## src/rtl/multi_step_driver_pkg.sv

```systemverilog
`default_nettype none
// ============================================================================
// Module   : multi_step_pkg
// Purpose  : Shared mode/direction encodings and coil pattern lookup.
// Revision : 1.0
// ============================================================================
package multi_step_pkg;

   localparam logic [1:0] MODE_WAVE = 2'b00;
   localparam logic [1:0] MODE_FULL = 2'b01;
   localparam logic [1:0] MODE_HALF = 2'b10;

   localparam logic DIR_IN  = 1'b0;
   localparam logic DIR_OUT = 1'b1;

   function automatic logic [3:0] coil_of_idx(input logic [2:0] idx);
      logic [3:0] pat;
      case (idx)
         3'd0:    pat = 4'b0001;
         3'd1:    pat = 4'b0011;
         3'd2:    pat = 4'b0010;
         3'd3:    pat = 4'b0110;
         3'd4:    pat = 4'b0100;
         3'd5:    pat = 4'b1100;
         3'd6:    pat = 4'b1000;
         default: pat = 4'b1001;
      endcase
      return pat;
   endfunction

endpackage
`default_nettype wire

```

## src/rtl/multi_step_driver_step_channel.sv

```systemverilog
`default_nettype none
// ============================================================================
// Module   : step_channel
// Purpose  : One stepper channel: phase index, half-step position, rate limit.
// Revision : 1.0
// ============================================================================
module step_channel
   import multi_step_pkg::*;
#(
   parameter int MAX_TRACK       = 79,
   parameter int INIT_TRACK      = 0,
   parameter int MIN_STEP_CYCLES = 16,
   parameter int TW              = $clog2(MAX_TRACK + 1)
) (
   input  logic          clk,
   input  logic          rst_n,
   input  logic          step_edge,
   input  logic          dir,
   input  logic          sel,
   input  logic [1:0]    mode,
   output logic [3:0]    coils,
   output logic [TW-1:0] track,
   output logic          tr0,
   output logic          missed
);

   localparam int PW = TW + 1;
   localparam int CW = (MIN_STEP_CYCLES > 1) ? $clog2(MIN_STEP_CYCLES) : 1;
   localparam logic [PW-1:0] POS_MAX   = PW'(2 * MAX_TRACK);
   localparam logic [PW-1:0] POS_INIT  = PW'(2 * INIT_TRACK);
   localparam logic [CW-1:0] RATE_LOAD = CW'(MIN_STEP_CYCLES - 1);

   logic [2:0]    idx_q, idx_d;
   logic [PW-1:0] pos_q, pos_d;
   logic [CW-1:0] rate_q, rate_d;
   logic          missed_q, missed_d;

   logic [1:0]    w_base;
   logic [1:0]    w_move;
   logic [PW-1:0] w_room;
   logic [PW-1:0] w_move_ext;
   logic          w_accept;

   always_comb begin
      // Wave lands on even phases, full-step on odd ones.
      case (mode)
         MODE_HALF: w_base = 2'd1;
         MODE_FULL: w_base = idx_q[0] ? 2'd2 : 2'd1;
         default:   w_base = idx_q[0] ? 2'd1 : 2'd2;
      endcase

      // Distance to the end stop in the requested direction bounds the move.
      w_room     = (dir == DIR_OUT) ? pos_q : (POS_MAX - pos_q);
      w_move     = (w_room < PW'(w_base)) ? w_room[1:0] : w_base;
      w_move_ext = PW'(w_move);
      w_accept   = step_edge & sel & (rate_q == '0) & (w_move != 2'd0);

      idx_d    = idx_q;
      pos_d    = pos_q;
      rate_d   = (rate_q != '0) ? (rate_q - CW'(1)) : rate_q;
      missed_d = step_edge & sel & (rate_q != '0);

      if (w_accept) begin
         rate_d = RATE_LOAD;
         if (dir == DIR_OUT) begin
            idx_d = idx_q - {1'b0, w_move};
            pos_d = pos_q - w_move_ext;
         end else begin
            idx_d = idx_q + {1'b0, w_move};
            pos_d = pos_q + w_move_ext;
         end
      end
   end

   always_ff @(posedge clk or negedge rst_n) begin
      if (!rst_n) begin
         idx_q    <= 3'd0;
         pos_q    <= POS_INIT;
         rate_q   <= '0;
         missed_q <= 1'b0;
      end else begin
         idx_q    <= idx_d;
         pos_q    <= pos_d;
         rate_q   <= rate_d;
         missed_q <= missed_d;
      end
   end

   assign coils  = coil_of_idx(idx_q);
   assign track  = pos_q[PW-1:1];
   assign tr0    = (pos_q == '0);
   assign missed = missed_q;

endmodule
`default_nettype wire

```

## src/rtl/multi_step_driver.sv

```systemverilog
`default_nettype none
// ============================================================================
// Module   : multi_step_driver
// Purpose  : Bus STEP/DIR/SEL sampling and fan-out to per-drive step channels.
// Revision : 1.0
// ============================================================================
module multi_step_driver #(
   parameter int NUM_DRIVES      = 2,
   parameter int MAX_TRACK       = 79,
   parameter int INIT_TRACK      = 0,
   parameter int MIN_STEP_CYCLES = 16,
   parameter int TW              = $clog2(MAX_TRACK + 1)
) (
   input  logic                     clk,
   input  logic                     rst_n,
   input  logic                     step,
   input  logic                     dir,
   input  logic [NUM_DRIVES-1:0]    sel,
   input  logic [1:0]               mode,
   output logic [4*NUM_DRIVES-1:0]  coils,
   output logic [TW*NUM_DRIVES-1:0] track,
   output logic [NUM_DRIVES-1:0]    tr0,
   output logic [NUM_DRIVES-1:0]    missed
);

   logic                  step_q, step_qq;
   logic                  dir_q;
   logic [1:0]            mode_q;
   logic [NUM_DRIVES-1:0] sel_q;
   logic                  w_step_edge;

   // Edge history resets high so a STEP held through reset is not a request.
   always_ff @(posedge clk or negedge rst_n) begin
      if (!rst_n) begin
         step_q  <= 1'b1;
         step_qq <= 1'b1;
         dir_q   <= 1'b0;
         mode_q  <= 2'b00;
         sel_q   <= '0;
      end else begin
         step_q  <= step;
         step_qq <= step_q;
         dir_q   <= dir;
         mode_q  <= mode;
         sel_q   <= sel;
      end
   end

   assign w_step_edge = step_q & ~step_qq;

   for (genvar i = 0; i < NUM_DRIVES; i++) begin : g_ch
      step_channel #(
         .MAX_TRACK       (MAX_TRACK),
         .INIT_TRACK      (INIT_TRACK),
         .MIN_STEP_CYCLES (MIN_STEP_CYCLES),
         .TW              (TW)
      ) u_ch (
         .clk       (clk),
         .rst_n     (rst_n),
         .step_edge (w_step_edge),
         .dir       (dir_q),
         .sel       (sel_q[i]),
         .mode      (mode_q),
         .coils     (coils[4*i +: 4]),
         .track     (track[TW*i +: TW]),
         .tr0       (tr0[i]),
         .missed    (missed[i])
      );
   end

endmodule
`default_nettype wire

```

## config.mk

```make
export PLATFORM = sky130hd
export DESIGN_NAME = multi_step_driver
export DESIGN_NICKNAME = d
export VERILOG_FILES = /design/src/rtl/multi_step_driver_pkg.sv /design/src/rtl/multi_step_driver_step_channel.sv /design/src/rtl/multi_step_driver.sv
export SDC_FILE = /design/constraint.sdc
export NUM_CORES = 1
export LEC_CHECK = 0
export ABC_AREA = 1
export CAP_MARGIN = 20
export CORE_ASPECT_RATIO = 1.1
export CORE_MARGIN = 4
export CORE_UTILIZATION = 52
export DETAILED_ROUTE_END_ITERATION = 8
export GPL_ROUTABILITY_DRIVEN = 1
export HOLD_SLACK_MARGIN = 0.06
export PLACE_DENSITY = 0.88
export SYNTH_ARGS = -nofsm -noshare
export SYNTH_HDL_FRONTEND = slang
export SYNTH_SLANG_ARGS = --single-unit
```

## constraint.sdc

```tcl
create_clock -name clk -period 3.1 [get_ports clk]
set_input_delay 0.465 -clock clk [delete_from_list [all_inputs] [get_ports clk]]
set_output_delay 0.465 -clock clk [all_outputs]
set_load 0.05 [all_outputs]
```

## Word-level counts from Yosys, hierarchy flattened

Index checks and enable logic that the tools add are counted.

- Add/subtract/negate cells: 12
- Multiplexer cells: 20
- Reductions and logical operators: 12
- Order comparisons: 2
- Bitwise gates (word level): 10
- Eq/ne operators: 14

Operators by type and width:

| cell | number |
|---|---|
| $pmux 4 s7 | 2 |
| $mux 8 | 4 |
| $eq 3x3->1 const B | 6 |
| $add 8x2->8 | 2 |
| $logic_not 8->1 | 2 |
| $lt 8x2->1 | 2 |
| $mux 4 | 4 |
| $sub 8x2->8 | 2 |
| $sub 8x8->8 const A | 2 |
| $eq 3x2->1 const B | 4 |
| $mux 2 | 6 |
| $and 1x1->1 | 9 |
| $logic_not 4->1 | 2 |
| $pmux 2 s2 | 2 |
| $reduce_bool 2->1 | 4 |
| $reduce_bool 4->1 | 2 |
| $sub 4x1->4 const B | 2 |
| $add 3x2->3 | 2 |
| $eq 3x1->1 const B | 2 |
| $logic_not 3->1 | 2 |
| $mux 3 | 2 |
| $sub 3x2->3 | 2 |
| $eq 2x1->1 const B | 1 |
| $eq 2x2->1 const B | 1 |
| $not 1->1 | 1 |

- Bits in registers: 39
- Output and inout bits: 26
- Bits of input ports: 8

## Longest topological paths before layout

- Depth after elaboration: 7
- Depth in mapped cells: 27
- Gate-level depth less buffers: 27

## Modules after synthesis

Synthesis repeated with hierarchy kept, for this count alone.

- Cell total of the unflattened synthesis: 493
- Area, all modules: 3400.8 µm²

By module, submodules not included:

| module | area each (µm²) | cells an instance | sequential area each (µm²) | times used |
|---|---|---|---|---|
| step_channel | 1606.5 | 242 | 400.4 | 2 |
| multi_step_driver | 187.7 | 9 | 177.7 | 1 |

## Worst setup path before layout

No wires, ideal clock.

- Path type: reg-to-reg
- From: register g_ch[0].u_ch.pos_q[1]
- To: register g_ch[0].u_ch.pos_q[6]
- Data arrival time: 3.323 ns
- Required time: 2.974 ns
- Library setup time: 0.126 ns
- Slack: -0.349 ns
- Stages on the path, launching flop included: 21
- Buffers on the path: 0
- Path through: dfrtp_1 inv_1 ha_1 o21ai_0 ha_1 nand2_1 nand2_1 nor2_4 nand3_1 nand2_2 inv_2 ha_1 nor2_1 inv_1 ha_1 a21oi_1 nor2_1 a211oi_1 nand3_1 nand3_1 o21ai_0

- Longest elaborated chain between the ends: 6
- Elaborated cells on any way between the ends: 9

RTL lines:

| element | RTL line | text |
|---|---|---|
| start: declaration | multi_step_driver_step_channel.sv:34 | `logic [PW-1:0] pos_q, pos_d;` |
| start signal: assignment | multi_step_driver_step_channel.sv:83 | `pos_q <= pos_d;` |
| $sub 8x8->8 | multi_step_driver_step_channel.sv:53 | `w_room = (dir == DIR_OUT) ? pos_q : (POS_MAX - pos_q);` |
| $mux 8 | multi_step_driver_step_channel.sv:53 |  |
| $lt 8x2->1 | multi_step_driver_step_channel.sv:54 | `w_move = (w_room < PW'(w_base)) ? w_room[1:0] : w_base;` |
| $mux 2 | multi_step_driver_step_channel.sv:54 |  |
| $add 8x2->8 (tied with other cells) | multi_step_driver_step_channel.sv:70 | `pos_d = pos_q + w_move_ext;` |
| $mux 8 / $and 1x1->1 (equally long branches) | multi_step_driver_step_channel.sv:65, multi_step_driver_step_channel.sv:56 |  |

Parallel ways exist; a longest one is shown, timed or not.
A chain may end at the register's enable or synchronous reset.

## Worst setup path after layout

- From: register mode_q[1]
- To: register g_ch[0].u_ch.pos_q[6]

- Longest elaborated chain between the ends: 6
- Elaborated cells on any way between the ends: 10

RTL lines:

| element | RTL line | text |
|---|---|---|
| start: declaration | multi_step_driver.sv:28 | `logic [1:0] mode_q;` |
| start signal: assignment | multi_step_driver.sv:44 | `mode_q <= mode;` |
| $eq 2x1->1 / $eq 2x2->1 (equally long branches) | multi_step_driver_step_channel.sv:46 | `case (mode)` |
| $pmux 2 s2 (*) | multi_step_driver_step_channel.sv:46 |  |
| $lt 8x2->1 | multi_step_driver_step_channel.sv:54 |  |
| $mux 2 (*) | multi_step_driver_step_channel.sv:54 |  |
| $add 8x2->8 (tied with other cells) | multi_step_driver_step_channel.sv:70 |  |
| $mux 8 / $and 1x1->1 (equally long branches) | multi_step_driver_step_channel.sv:65, multi_step_driver_step_channel.sv:56 |  |

Mark *: on every way between the ends. The rest lies on a longest branch, timed or not.

==> results.rst <==
.. list-table::
   :header-rows: 1

   * - Metric
     - Value
   * - Number of DRC markers in iteration 0
     - 354
   * - Part of the power in the clock network
     - 8.0%
   * - Initial core utilization
     - 54.04%
   * - Utilization after layout
     - 80.60%
   * - Final HPWL DP
     - 6299 um
   * - DRT Wirelength
     - 11960 um
   * - TritonCTS sink count
     - 39
   * - CTS H-Tree Depth
     - 2
   * - Total net switching power
     - 3.078 mW
   * - Total congestion overflow
     - 0
   * - Total power draw
     - 5.949 mW
   * - Leak pwr
     - 2.407 nW
   * - Slack of the critical path
     - -0.5091 ns
   * - Number of top-level pins
     - 34
   * - Switching share of total power
     - 51.74%
   * - Sequential cell fraction of total power
     - 16.0%
   * - Worst slew pin tran
     - 0.9565 ns
   * - Crit start category
     - flop
   * - Via count of the first global-routing pass
     - 3699
   * - Mean instance size in the synthesized netlist
     - 6.928 sq um
   * - Commonest cells after routing, fill and taps aside
     - nand2_1, buf_4, inv_1
   * - Worst hold slack
     - 0.3077 ns
   * - Global placer's final weighted congestion
     - 0.9232
   * - Via density
     - 5.843
   * - Core area
     - 6231 sq um
   * - Mean routed wirelength per cell
     - 17.88 um
   * - Horizontal die dimension
     - 84.72 um
   * - Final count of pins violating max slew
     - 0
   * - Status
     - finished, violations left
   * - Worst EP required
     - 3.31 ns
   * - Max rail drop VDD
     - 0.7863 mV
   * - Post-route ant nets
     - 0
   * - Leading post-synthesis cells by cell area
     - dfrtp_1, nand2_1, ha_1
   * - Nets
     - 626
   * - Internal power component
     - 2.871 mW
   * - TritonCTS buffer count
     - 5
   * - Period minus WS final
     - 3.609 ns
   * - Leading cell type in the layout, fill and taps excluded
     - nand2_1
   * - Worst clock skew
     - 0.009220 ns
   * - Port-buffer cells
     - 33
   * - WS Path Type
     - flop to flop
   * - Synth-to-Final Area Change
     - 49.16%
   * - Setup Viol. Count Final
     - 25
   * - Die area
     - 7828 sq um
   * - Deepest clock path buffer count
     - 2
   * - Aggregate negative setup slack
     - -6.640 ns
   * - Pwr dens
     - 1185 nW/um^2
   * - Area of the mapped netlist
     - 3367 sq um
   * - Number of unique standard cell types used by synthesis
     - 31
   * - All-layer global routing usage
     - 26.00%
   * - Number of placement rows
     - 30
   * - Clock latency at the later pin of the worst-skew pair
     - 0.31 ns
   * - Fraction of final layout cells sized beyond drive strength 1
     - 39.56%
   * - Max frequency
     - 0.2771 GHz
   * - Area share of the leading cell type in the synthesized netlist
     - 27.50%
   * - Global-route wire length before repair
     - 16730 um
   * - Worst hold path type
     - input pin to asynchronous set/reset pin
   * - Setup repair after global routing missed its margin
     - yes
   * - Number of antenna violations at the first check in global routing
     - 0
   * - DRC Markers
     - 0
   * - Largest net degree at the start of global routing
     - 40
   * - Yosys reg bits
     - 39
   * - Cell at the root of the clock tree
     - clkbuf_8
   * - Number of instances in the synthesized netlist
     - 486
   * - Final hold violations
     - 0
   * - Diode count
     - 0
   * - Drt first pass iters
     - 5
   * - Total of warnings raised by yosys
     - 0
   * - Clock-pin transition on the worst setup and hold timing paths
     - 0.09 ns
   * - Headroom to the max-slew limit
     - 36.23%
   * - Floorplan die height
     - 92.40 um
   * - Combinational Power Share
     - 76.0%
   * - Sequential-to-total area share from yosys stat
     - 29.06%
   * - CTS tree
     - built
   * - Cell type with the highest aggregate area in the netlist
     - dfrtp_1
   * - Number of buffers inserted by hold repair at cts
     - 0
   * - Placed instance area
     - 4197 sq um
   * - Final clock period utilization by the worst path
     - 116.4%
   * - Routed via count
     - 3909
   * - Element type at the critical path end
     - flop
   * - Final instance area
     - 5022 sq um
   * - Max-cap violations
     - 0
   * - Data arrival at the endpoint of the critical path
     - 3.82 ns
   * - Largest fanout on the critical path
     - 5
   * - Post-Syn Nets
     - 524
   * - Failing checks
     - setup timing
## layout make-up
class / count / area, sq um
Clock buffer: 6 / 82.58
Timing Repair Buffer: 122 / 1044
Inverter: 75 / 304.0
Multi-Input combinational cell: 344 / 2466
Timing Repair inverter: 1 / 6.256
Sequential cell: 39 / 980.9
Clock inverter: 2 / 38.79
Tap cell: 80 / 100.1
Fill cell: 346 / 1209
## state kept, by name, indices dropped and copies added, names as in the netlist
| register | count |
|---|---|
| g_ch.u_ch.pos_q | 16 |
| g_ch.u_ch.idx_q | 6 |
| step_q | 1 |
| sel_q | 2 |
| mode_q | 2 |
| g_ch.u_ch.missed | 2 |
| step_qq | 1 |
| dir_q | 1 |
| g_ch.u_ch.rate_q | 8 |
## final timing paths
| kind | slack (ns) | endpoint | from | cells past startpoint |
|---|---|---|---|---|
| max in group asynchronous | 2.15 | g_ch[1].u_ch.pos_q[1]$_DFFE_PN0P_ | rst_n | 1 |
| hold reg to reg | 0.38 | step_qq$_DFF_PN1_ | step_q$_DFF_PN1_ | 0 |
| min in group clk | 0.38 | step_qq$_DFF_PN1_ | step_q$_DFF_PN1_ | 0 |
| hold / removal | 0.31 | g_ch[0].u_ch.pos_q[5]$_DFFE_PN0P_ | rst_n | 1 |
| setup reg to reg | -0.51 | g_ch[0].u_ch.pos_q[6]$_DFFE_PN0P_ | mode_q[1]$_DFF_PN0_ | 25 |
| setup / recovery | -0.51 | g_ch[0].u_ch.pos_q[6]$_DFFE_PN0P_ | mode_q[1]$_DFF_PN0_ | 25 |
## kinds of logic after synthesis
family | after synthesis | synth area share (%)
xor gates and xnor gates | 12 | 3.121
adders and majority gates | 30 | 11.15
and+or+nand+nor | 251 | 34.11
DFF | 39 | 29.06
AOI/OAI and AO/OA | 51 | 8.026
buffers and inverters | 103 | 14.53
## per-stage QoR
step / worst slack [ns] / std cells
5_1_grt: -0.6775 / 669
6_report: -0.5091 / 669
3_3_place_gp: -0.2419 / 626
4_1_cts: -0.2070 / 647
3_5_place_dp: -0.3888 / 626
2_1_floorplan: -0.05553 / 486
## metal layers
layer / vias to the layer above / GRT usage (%) / wire [um]
li1: 1755 / - / -
met1: 1833 / 28.79 / 4222
met2: 234 / 47.19 / 6121
met3: 87 / 4.004 / 773
met4: 0 / 13.98 / 847
met5: - / 0 / 0
## Yosys cell counts (all sizes together)
cell      n
buf      25
o21ai    33
nand3    67
clkbuf    3
inv      75
nand2   130
a211oi    3
nor3      4
xor2     10
ha       30
nor2     33
xnor2     2
o21bai    1
and2      2
or2       4
o211ai    2
dfrtp    37
nor4      1
dfstp     2
nand4    10
a21oi    12
## power groups by stage
stage	combinational, mW	clock (mW)	sequential [mW]
2_1_floorplan	2.55	0	0.885
3_5_place_dp	3.52	0	0.923
6_report	4.52	0.474	0.951
4_1_cts	3.89	0.470	0.921
3_3_place_gp	3.40	0	0.913
5_1_grt	4.84	0.498	0.968
## worst max-delay path, stage by stage, from the launching register on
cell and delay (ns):
dfrtp_1 0.43, inv_2 0.09, ha_4 0.14, inv_2 0.06, o21ai_2 0.16, o21ai_2 0.09, ha_2 0.19, inv_2 0.06
nand3_2 0.07, a21oi_2 0.15, nand2_2 0.09, nor2_4 0.19, buf_6 0.13, nand3_4 0.05, nand2_2 0.10, inv_2 0.05
ha_4 0.16, nor2_4 0.15, inv_6 0.08, ha_4 0.25, a21oi_4 0.16, nor2_1 0.07, a211oi_2 0.28, nand3_1 0.14
nand3_1 0.10, o21ai_1 0.06
## timing repair
item                                    CTS  global route
setup buffers                            13            21
endpoints found under the setup margin   21            29
pin swaps                                46            31
cloned                                    0             1
gates resized for setup                  52            69
Power figures use the tool's default switching activity.
